[config.mk]
export PLATFORM = sky130hd
export DESIGN_NAME = regbank_wr_arbiter_flat
export DESIGN_NICKNAME = d
export VERILOG_FILES = /design/src/rtl/regbank_wr_if.sv /design/src/rtl/regbank_wr_arbiter.sv /design/src/flat_wrapper.sv
export SDC_FILE = /design/constraint.sdc
export NUM_CORES = 1
export LEC_CHECK = 0
export CAP_MARGIN = 10
export CORE_ASPECT_RATIO = 1.2
export CORE_MARGIN = 3
export CORE_UTILIZATION = 40
export CTS_CLUSTER_SIZE = 16
export DETAILED_ROUTE_END_ITERATION = 8
export PLACE_DENSITY = 0.7
export SETUP_SLACK_MARGIN = 0.05
export SLEW_MARGIN = 20
export SYNTH_ARGS = -nofsm -noshare
export SYNTH_HDL_FRONTEND = slang
export SYNTH_SLANG_ARGS = --single-unit
[constraint.sdc]
create_clock -name clk -period 7.85 [get_ports clk]
set_input_delay 2.355 -clock clk [delete_from_list [all_inputs] [get_ports clk]]
set_output_delay 2.355 -clock clk [all_outputs]
set_load 0.05 [all_outputs]
[src/rtl/regbank_wr_if.sv]
// Write-port handshake bundle between the writeback sources and regbank_wr_arbiter.
// The forwarding signals exist only when REGBANK_ARB_FWD_EN is defined.
interface regbank_wr_if #(
    parameter int DATA_W = 64,
    parameter int ADDR_W = 5
);
    logic              req0_valid;
    logic [ADDR_W-1:0] req0_addr;
    logic [DATA_W-1:0] req0_data;
    logic              req0_ready;
    logic              req1_valid;
    logic [ADDR_W-1:0] req1_addr;
    logic [DATA_W-1:0] req1_data;
    logic              req1_ready;
    logic              wr_en;
    logic [ADDR_W-1:0] wr_addr;
    logic [DATA_W-1:0] wr_data;
    logic              busy;
`ifdef REGBANK_ARB_FWD_EN
    logic [ADDR_W-1:0] fwd_addr;
    logic              fwd_hit;
    logic [DATA_W-1:0] fwd_data;

    modport master (
        output req0_valid, req0_addr, req0_data, req1_valid, req1_addr, req1_data, fwd_addr,
        input  req0_ready, req1_ready, wr_en, wr_addr, wr_data, busy, fwd_hit, fwd_data
    );
    modport slave (
        input  req0_valid, req0_addr, req0_data, req1_valid, req1_addr, req1_data, fwd_addr,
        output req0_ready, req1_ready, wr_en, wr_addr, wr_data, busy, fwd_hit, fwd_data
    );
`else
    modport master (
        output req0_valid, req0_addr, req0_data, req1_valid, req1_addr, req1_data,
        input  req0_ready, req1_ready, wr_en, wr_addr, wr_data, busy
    );
    modport slave (
        input  req0_valid, req0_addr, req0_data, req1_valid, req1_addr, req1_data,
        output req0_ready, req1_ready, wr_en, wr_addr, wr_data, busy
    );
`endif
endinterface

[src/rtl/regbank_wr_arbiter.sv]
// Two-source register-bank write arbiter: 1-entry buffers, round-robin with same-register age ordering.
// Define REGBANK_ARB_FWD_EN to add the combinational forwarding lookup (fwd_addr/fwd_hit/fwd_data).
module regbank_wr_arbiter #(
    parameter int DATA_W   = 64,
    parameter int ADDR_W   = 5,
    parameter int ZERO_REG = 31
) (
    input logic         clk,
    input logic         rst,
    regbank_wr_if.slave bus
);
    localparam logic [ADDR_W-1:0] ZERO_ADDR = ADDR_W'(ZERO_REG);

    logic              full0, full1;
    logic [ADDR_W-1:0] addr0, addr1;
    logic [DATA_W-1:0] data0, data1;
    logic              rr_ptr;
    logic              older1;
    logic              wr_en_q;
    logic [ADDR_W-1:0] wr_addr_q;
    logic [DATA_W-1:0] wr_data_q;

    logic grant0, grant1, flip;
    logic ready0, ready1;
    logic fill0, fill1;
    logic stay0, stay1;

    // NOTE: every signal written in always_comb gets a default first so no latch is inferred.
    always_comb begin
        grant0 = 1'b0;
        grant1 = 1'b0;
        flip   = 1'b0;
        if (full0 && full1) begin
            if (addr0 == addr1) begin
                // Same destination: the older entry must land first to keep WAW order.
                grant0 = !older1;
                grant1 = older1;
            end else begin
                grant0 = !rr_ptr;
                grant1 = rr_ptr;
                flip   = 1'b1;
            end
        end else begin
            grant0 = full0;
            grant1 = full1;
        end
    end

    assign ready0 = !full0 || grant0;
    assign ready1 = !full1 || grant1;
    assign fill0  = bus.req0_valid && ready0 && (bus.req0_addr != ZERO_ADDR);
    assign fill1  = bus.req1_valid && ready1 && (bus.req1_addr != ZERO_ADDR);
    assign stay0  = full0 && !grant0;
    assign stay1  = full1 && !grant1;

    // NOTE: sequential state uses non-blocking assignments so every flop samples pre-edge values.
    always_ff @(posedge clk) begin
        if (rst) begin
            full0     <= 1'b0;
            full1     <= 1'b0;
            rr_ptr    <= 1'b0;
            older1    <= 1'b0;
            wr_en_q   <= 1'b0;
            wr_addr_q <= '0;
            wr_data_q <= '0;
        end else begin
            full0   <= fill0 || stay0;
            full1   <= fill1 || stay1;
            wr_en_q <= grant0 || grant1;
            if (flip) begin
                rr_ptr <= !rr_ptr;
            end
            // A buffer that is still holding its entry is older than one just loaded.
            if (fill0 && fill1) begin
                older1 <= 1'b0;
            end else if (fill0) begin
                older1 <= stay1;
            end else if (fill1) begin
                older1 <= !stay0;
            end
            if (grant0) begin
                wr_addr_q <= addr0;
                wr_data_q <= data0;
            end else if (grant1) begin
                wr_addr_q <= addr1;
                wr_data_q <= data1;
            end
        end
    end

    // NOTE: buffer payloads carry no reset; the full flags alone decide whether they are meaningful.
    always_ff @(posedge clk) begin
        if (fill0) begin
            addr0 <= bus.req0_addr;
            data0 <= bus.req0_data;
        end
        if (fill1) begin
            addr1 <= bus.req1_addr;
            data1 <= bus.req1_data;
        end
    end

    assign bus.req0_ready = ready0;
    assign bus.req1_ready = ready1;
    assign bus.busy       = full0 || full1;
    assign bus.wr_en      = wr_en_q;
    assign bus.wr_addr    = wr_addr_q;
    assign bus.wr_data    = wr_data_q;

`ifdef REGBANK_ARB_FWD_EN
    logic              hit0, hit1, hit_out;
    logic              fwd_hit_c;
    logic [DATA_W-1:0] fwd_data_c;

    // Youngest match wins: younger buffer, then older buffer, then the output register.
    always_comb begin
        hit0       = full0 && (addr0 == bus.fwd_addr);
        hit1       = full1 && (addr1 == bus.fwd_addr);
        hit_out    = wr_en_q && (wr_addr_q == bus.fwd_addr);
        fwd_hit_c  = 1'b0;
        fwd_data_c = wr_data_q;
        if (bus.fwd_addr != ZERO_ADDR) begin
            fwd_hit_c = hit0 || hit1 || hit_out;
            if (older1) begin
                if (hit0)      fwd_data_c = data0;
                else if (hit1) fwd_data_c = data1;
            end else begin
                if (hit1)      fwd_data_c = data1;
                else if (hit0) fwd_data_c = data0;
            end
        end
    end

    assign bus.fwd_hit  = fwd_hit_c;
    assign bus.fwd_data = fwd_data_c;
`endif
endmodule

[src/flat_wrapper.sv]
// flat-port wrapper written by rule: the top's interface ports become plain ports
module regbank_wr_arbiter_flat 
#(
    parameter int DATA_W   = 64,
    parameter int ADDR_W   = 5,
    parameter int ZERO_REG = 31
)
  (clk, rst, bus_req0_valid, bus_req0_addr, bus_req0_data, bus_req1_valid, bus_req1_addr, bus_req1_data, bus_req0_ready, bus_req1_ready, bus_wr_en, bus_wr_addr, bus_wr_data, bus_busy);
  regbank_wr_if #(.DATA_W(DATA_W), .ADDR_W(ADDR_W)) bus_i ();
  input logic clk;
  input logic rst;
  input wire logic [$bits(bus_i.req0_valid)-1:0] bus_req0_valid;
  input wire logic [$bits(bus_i.req0_addr)-1:0] bus_req0_addr;
  input wire logic [$bits(bus_i.req0_data)-1:0] bus_req0_data;
  input wire logic [$bits(bus_i.req1_valid)-1:0] bus_req1_valid;
  input wire logic [$bits(bus_i.req1_addr)-1:0] bus_req1_addr;
  input wire logic [$bits(bus_i.req1_data)-1:0] bus_req1_data;
  output wire logic [$bits(bus_i.req0_ready)-1:0] bus_req0_ready;
  output wire logic [$bits(bus_i.req1_ready)-1:0] bus_req1_ready;
  output wire logic [$bits(bus_i.wr_en)-1:0] bus_wr_en;
  output wire logic [$bits(bus_i.wr_addr)-1:0] bus_wr_addr;
  output wire logic [$bits(bus_i.wr_data)-1:0] bus_wr_data;
  output wire logic [$bits(bus_i.busy)-1:0] bus_busy;
  assign bus_i.req0_valid = bus_req0_valid;
  assign bus_i.req0_addr = bus_req0_addr;
  assign bus_i.req0_data = bus_req0_data;
  assign bus_i.req1_valid = bus_req1_valid;
  assign bus_i.req1_addr = bus_req1_addr;
  assign bus_i.req1_data = bus_req1_data;
  assign bus_req0_ready = bus_i.req0_ready;
  assign bus_req1_ready = bus_i.req1_ready;
  assign bus_wr_en = bus_i.wr_en;
  assign bus_wr_addr = bus_i.wr_addr;
  assign bus_wr_data = bus_i.wr_data;
  assign bus_busy = bus_i.busy;
  regbank_wr_arbiter #(.DATA_W(DATA_W), .ADDR_W(ADDR_W), .ZERO_REG(ZERO_REG)) u_core (.clk(clk), .rst(rst), .bus(bus_i));
endmodule
==> key figures <==
Outcome
  – Status: finished, final reports clean

Synth
  – Post-synthesis cell type count: 28
  – Synth Area per Inst: between 15 and 20 um^2
  – Cells after Synth: 419
  – Net Count, Synth: 561
  – Synth Cell Area: 0.00716 mm^2
  – Synth warn: 0
  – Post-synthesis sequential area ratio: 0.786
  – #FFs+latches synth: 212

Worst setup path
  – CP Class: reg2out
  – Worst Path Required: 5.50 ns
  – Startpoint types: flip-flop
  – Flop-to-flop setup slack: 4.66 ns
  – CP arrival: 2.83 ns
  – CP max FO: 7
  – Crit. End Element: primary output

Clock tree
  – CTS clk-pin slew, worst paths: approximately 0.060 ns
  – Clock buffer depth: 3
  – CTS tree: yes
  – Postcts setup bufs: 0
  – Clk sink count: 212
  – Cts hold-fix bufs: 0
  – H-tree levels: 1
  – Cts repair resizes: 0
  – Clk root buf: clkbuf_16
  – Clock buffers created by TritonCTS: 21
  – Worst-Skew Late Latency: 0.48 ns

Routing
  – Met1 wire length: between 6 and 7 mm
  – Vias per inst: 5.09
  – WL final: between 15 and 20 mm
  – Initial DRC Count: around 280
  – Metal2 WL: 8.20 mm
  – Max layer used: met4
  – Vias: 4425
  – Detail Route Antenna Nets: 0
  – Drt wl/cell: between 15 and 20 um
  – WL met3: 1.30 mm
  – Remaining DRCs: 0
  – Detailed Routing Iterations Pass 1: 4

Global route
  – Antenna violations before repair: 0
  – Number of global-route vias before repair: between 4k and 5k
  – GR Util All Layers: 0.168
  – Total gr overflow: 0
  – Pin count of the biggest net entering global routing: 70
  – First-pass GRT wire length: approximately 26 mm

Worst hold path
  – Hold Crit Class: reg2reg

Timing
  – Slew @ Worst Pin: ~0.96 ns
  – Fin crit share: 0.660
  – Final setup violation count: 0
  – Final Hold Viols: 0
  – Fmax: 193 MHz
  – Min Clock Period, post-route: 5.18 ns
  – Final Max Tran Viols: 0
  – RSZ-0062 raised after global routing: false
  – Post-route clock skew: between 0.01 and 0.015 ns
  – Final TNS setup: 0 ns
  – Slew HR: 0.358

Place
  – Post-DP HPWL: between 10 and 15 mm
  – Gpl congestion: a little over 0.8
  – Number of port buffers: about 210
  – Post-DP Area: 0.00954 mm^2

Cells and area
  – Layout cells sized above 1: 0.0643
  – Area growth, synth to finish: 42.4%
  – Design area: 0.0102 mm^2
  – Ant diodes: 0
  – Fin nets: 781

Die
  – Die area: 0.0195 mm^2
  – Die span in x: around 130 um
  – Initial Utilization: 0.415
  – # IOs: 215
  – Core Rows: 52
  – Chip height: 153 um
  – Core ar.: 0.0172 mm^2

Power
  – PwrDens: around 250 mW/mm^2
  – Overall power: roughly 2600 uW
  – Worst vdd ir: 0.177 mV
  – Leak: 0.00368 uW

Job
  – Max-cap viol count: 0
## power by group
| part | total (uW) | switching [uW] | internal [uW] |
|---|---|---|---|
| Sequential | 1300 | 31.6 | 1270 |
| Combinational | 335 | 189 | 146 |
| Clock | 917 | 387 | 530 |
| Total | 2560 | 607 | 1950 |
## cells in the mapped netlist
cell type,count,area share
nand3_1,5,0.0035
xnor2_1,4,0.0049
dfxtp_1,74,0.21
buf_4,4,0.0042
a21o_1,1,0.0010
nand2_1,7,0.0037
a41oi_1,1,0.0012
o211a_1,1,0.0014
o211ai_1,1,0.0010
and3_1,1,0.00087
buf_2,10,0.0070
nor4b_4,1,0.0033
a311oi_2,1,0.0021
a221o_1,69,0.096
a21bo_2,1,0.0014
a31oi_1,2,0.0017
o21ai_0,2,0.0014
a41o_1,1,0.0014
xor2_1,2,0.0024
inv_1,2,0.0010
clkbuf_1,10,0.0052
a21oi_1,3,0.0021
o2bb2ai_1,1,0.0012
and2_1,70,0.061
nor2_1,5,0.0026
or2_2,1,0.00087
nor2b_1,1,0.00087
edfxtp_1,138,0.58
## cells by family (layout without fill, tap and decap cells)
group / count (synthesis) / in the layout / share of synthesized area
xor+xnor: 6 / 6 / 0.00734
flops: 212 / 212 / 0.786
buf+inv: 26 / 260 / 0.0175
compound gates: 84 / 84 / 0.113
simple gates: 91 / 91 / 0.0769
## cells in the final DEF, fill, tap and decap left out, types with 2 or more instances in the layout
master	n
clkinvlp_4	2
edfxtp_1	138
dfxtp_1	74
clkbuf_8	5
clkinv_1	3
clkbuf_16	21
inv_1	2
nand2_1	7
buf_4	5
clkbuf_1	6
nand3_1	5
xor2_1	2
o21ai_0	2
a221o_1	69
nor2_1	4
a21oi_1	2
xnor2_1	4
clkdlybuf4s50_1	214
and2_1	70
## final timing paths
path | start | endpoint | depth (start not counted)
setup / recovery | u_core.addr1[2] | bus_req0_ready | 6
hold / removal | u_core.data1[29] | u_core.bus.wr_data[29] | 1
setup reg to reg | u_core.addr1[2] | u_core.data0[11] | 6
hold reg to reg | u_core.data1[29] | u_core.bus.wr_data[29] | 1
## layer usage
layer	vias to the layer above	track usage
met5	-	0
li1	2075	-
met1	2134	0.215
met4	0	0.0480
met3	30	0.0396
met2	186	0.286
## state kept, by name, summed over array words and instances (netlist names), 5 cells and up
register / count
u_core.data0: 64
u_core.bus.wr_addr: 5
u_core.addr0: 5
u_core.data1: 64
u_core.addr1: 5
u_core.bus.wr_data: 64
## worst max-delay path: stages (launching register included)
cell and delay, ns:
edfxtp_1 0.40, xor2_1 0.18, nor2_1 0.36, nand3_1 0.33
nand2_1 0.26, nand2_1 0.09, clkdlybuf4s50_1 0.72
## area by class of cell
class / instances / area, um^2
clock buffers: 31 / 603
clock inverters: 6 / 31.3
fillers: 1295 / 7050
inverters: 2 / 7.51
multi-input cells: 181 / 1450
flip-flops and latches: 212 / 5630
well taps: 216 / 270
repair buffers: 221 / 2200
## stage by stage
stage	std cells	util	hold WS, ns	worst slack, ns
after global placement	830	0.553	0.449	2.81
after floorplan	419	-	0.448	1.25
after global routing	869	0.591	0.480	2.48
after detailed placement	830	0.553	0.455	2.68
final	869	0.591	0.468	2.67
after CTS	867	0.590	0.469	2.65
Note: power is estimated with default switching activity, not from simulation.
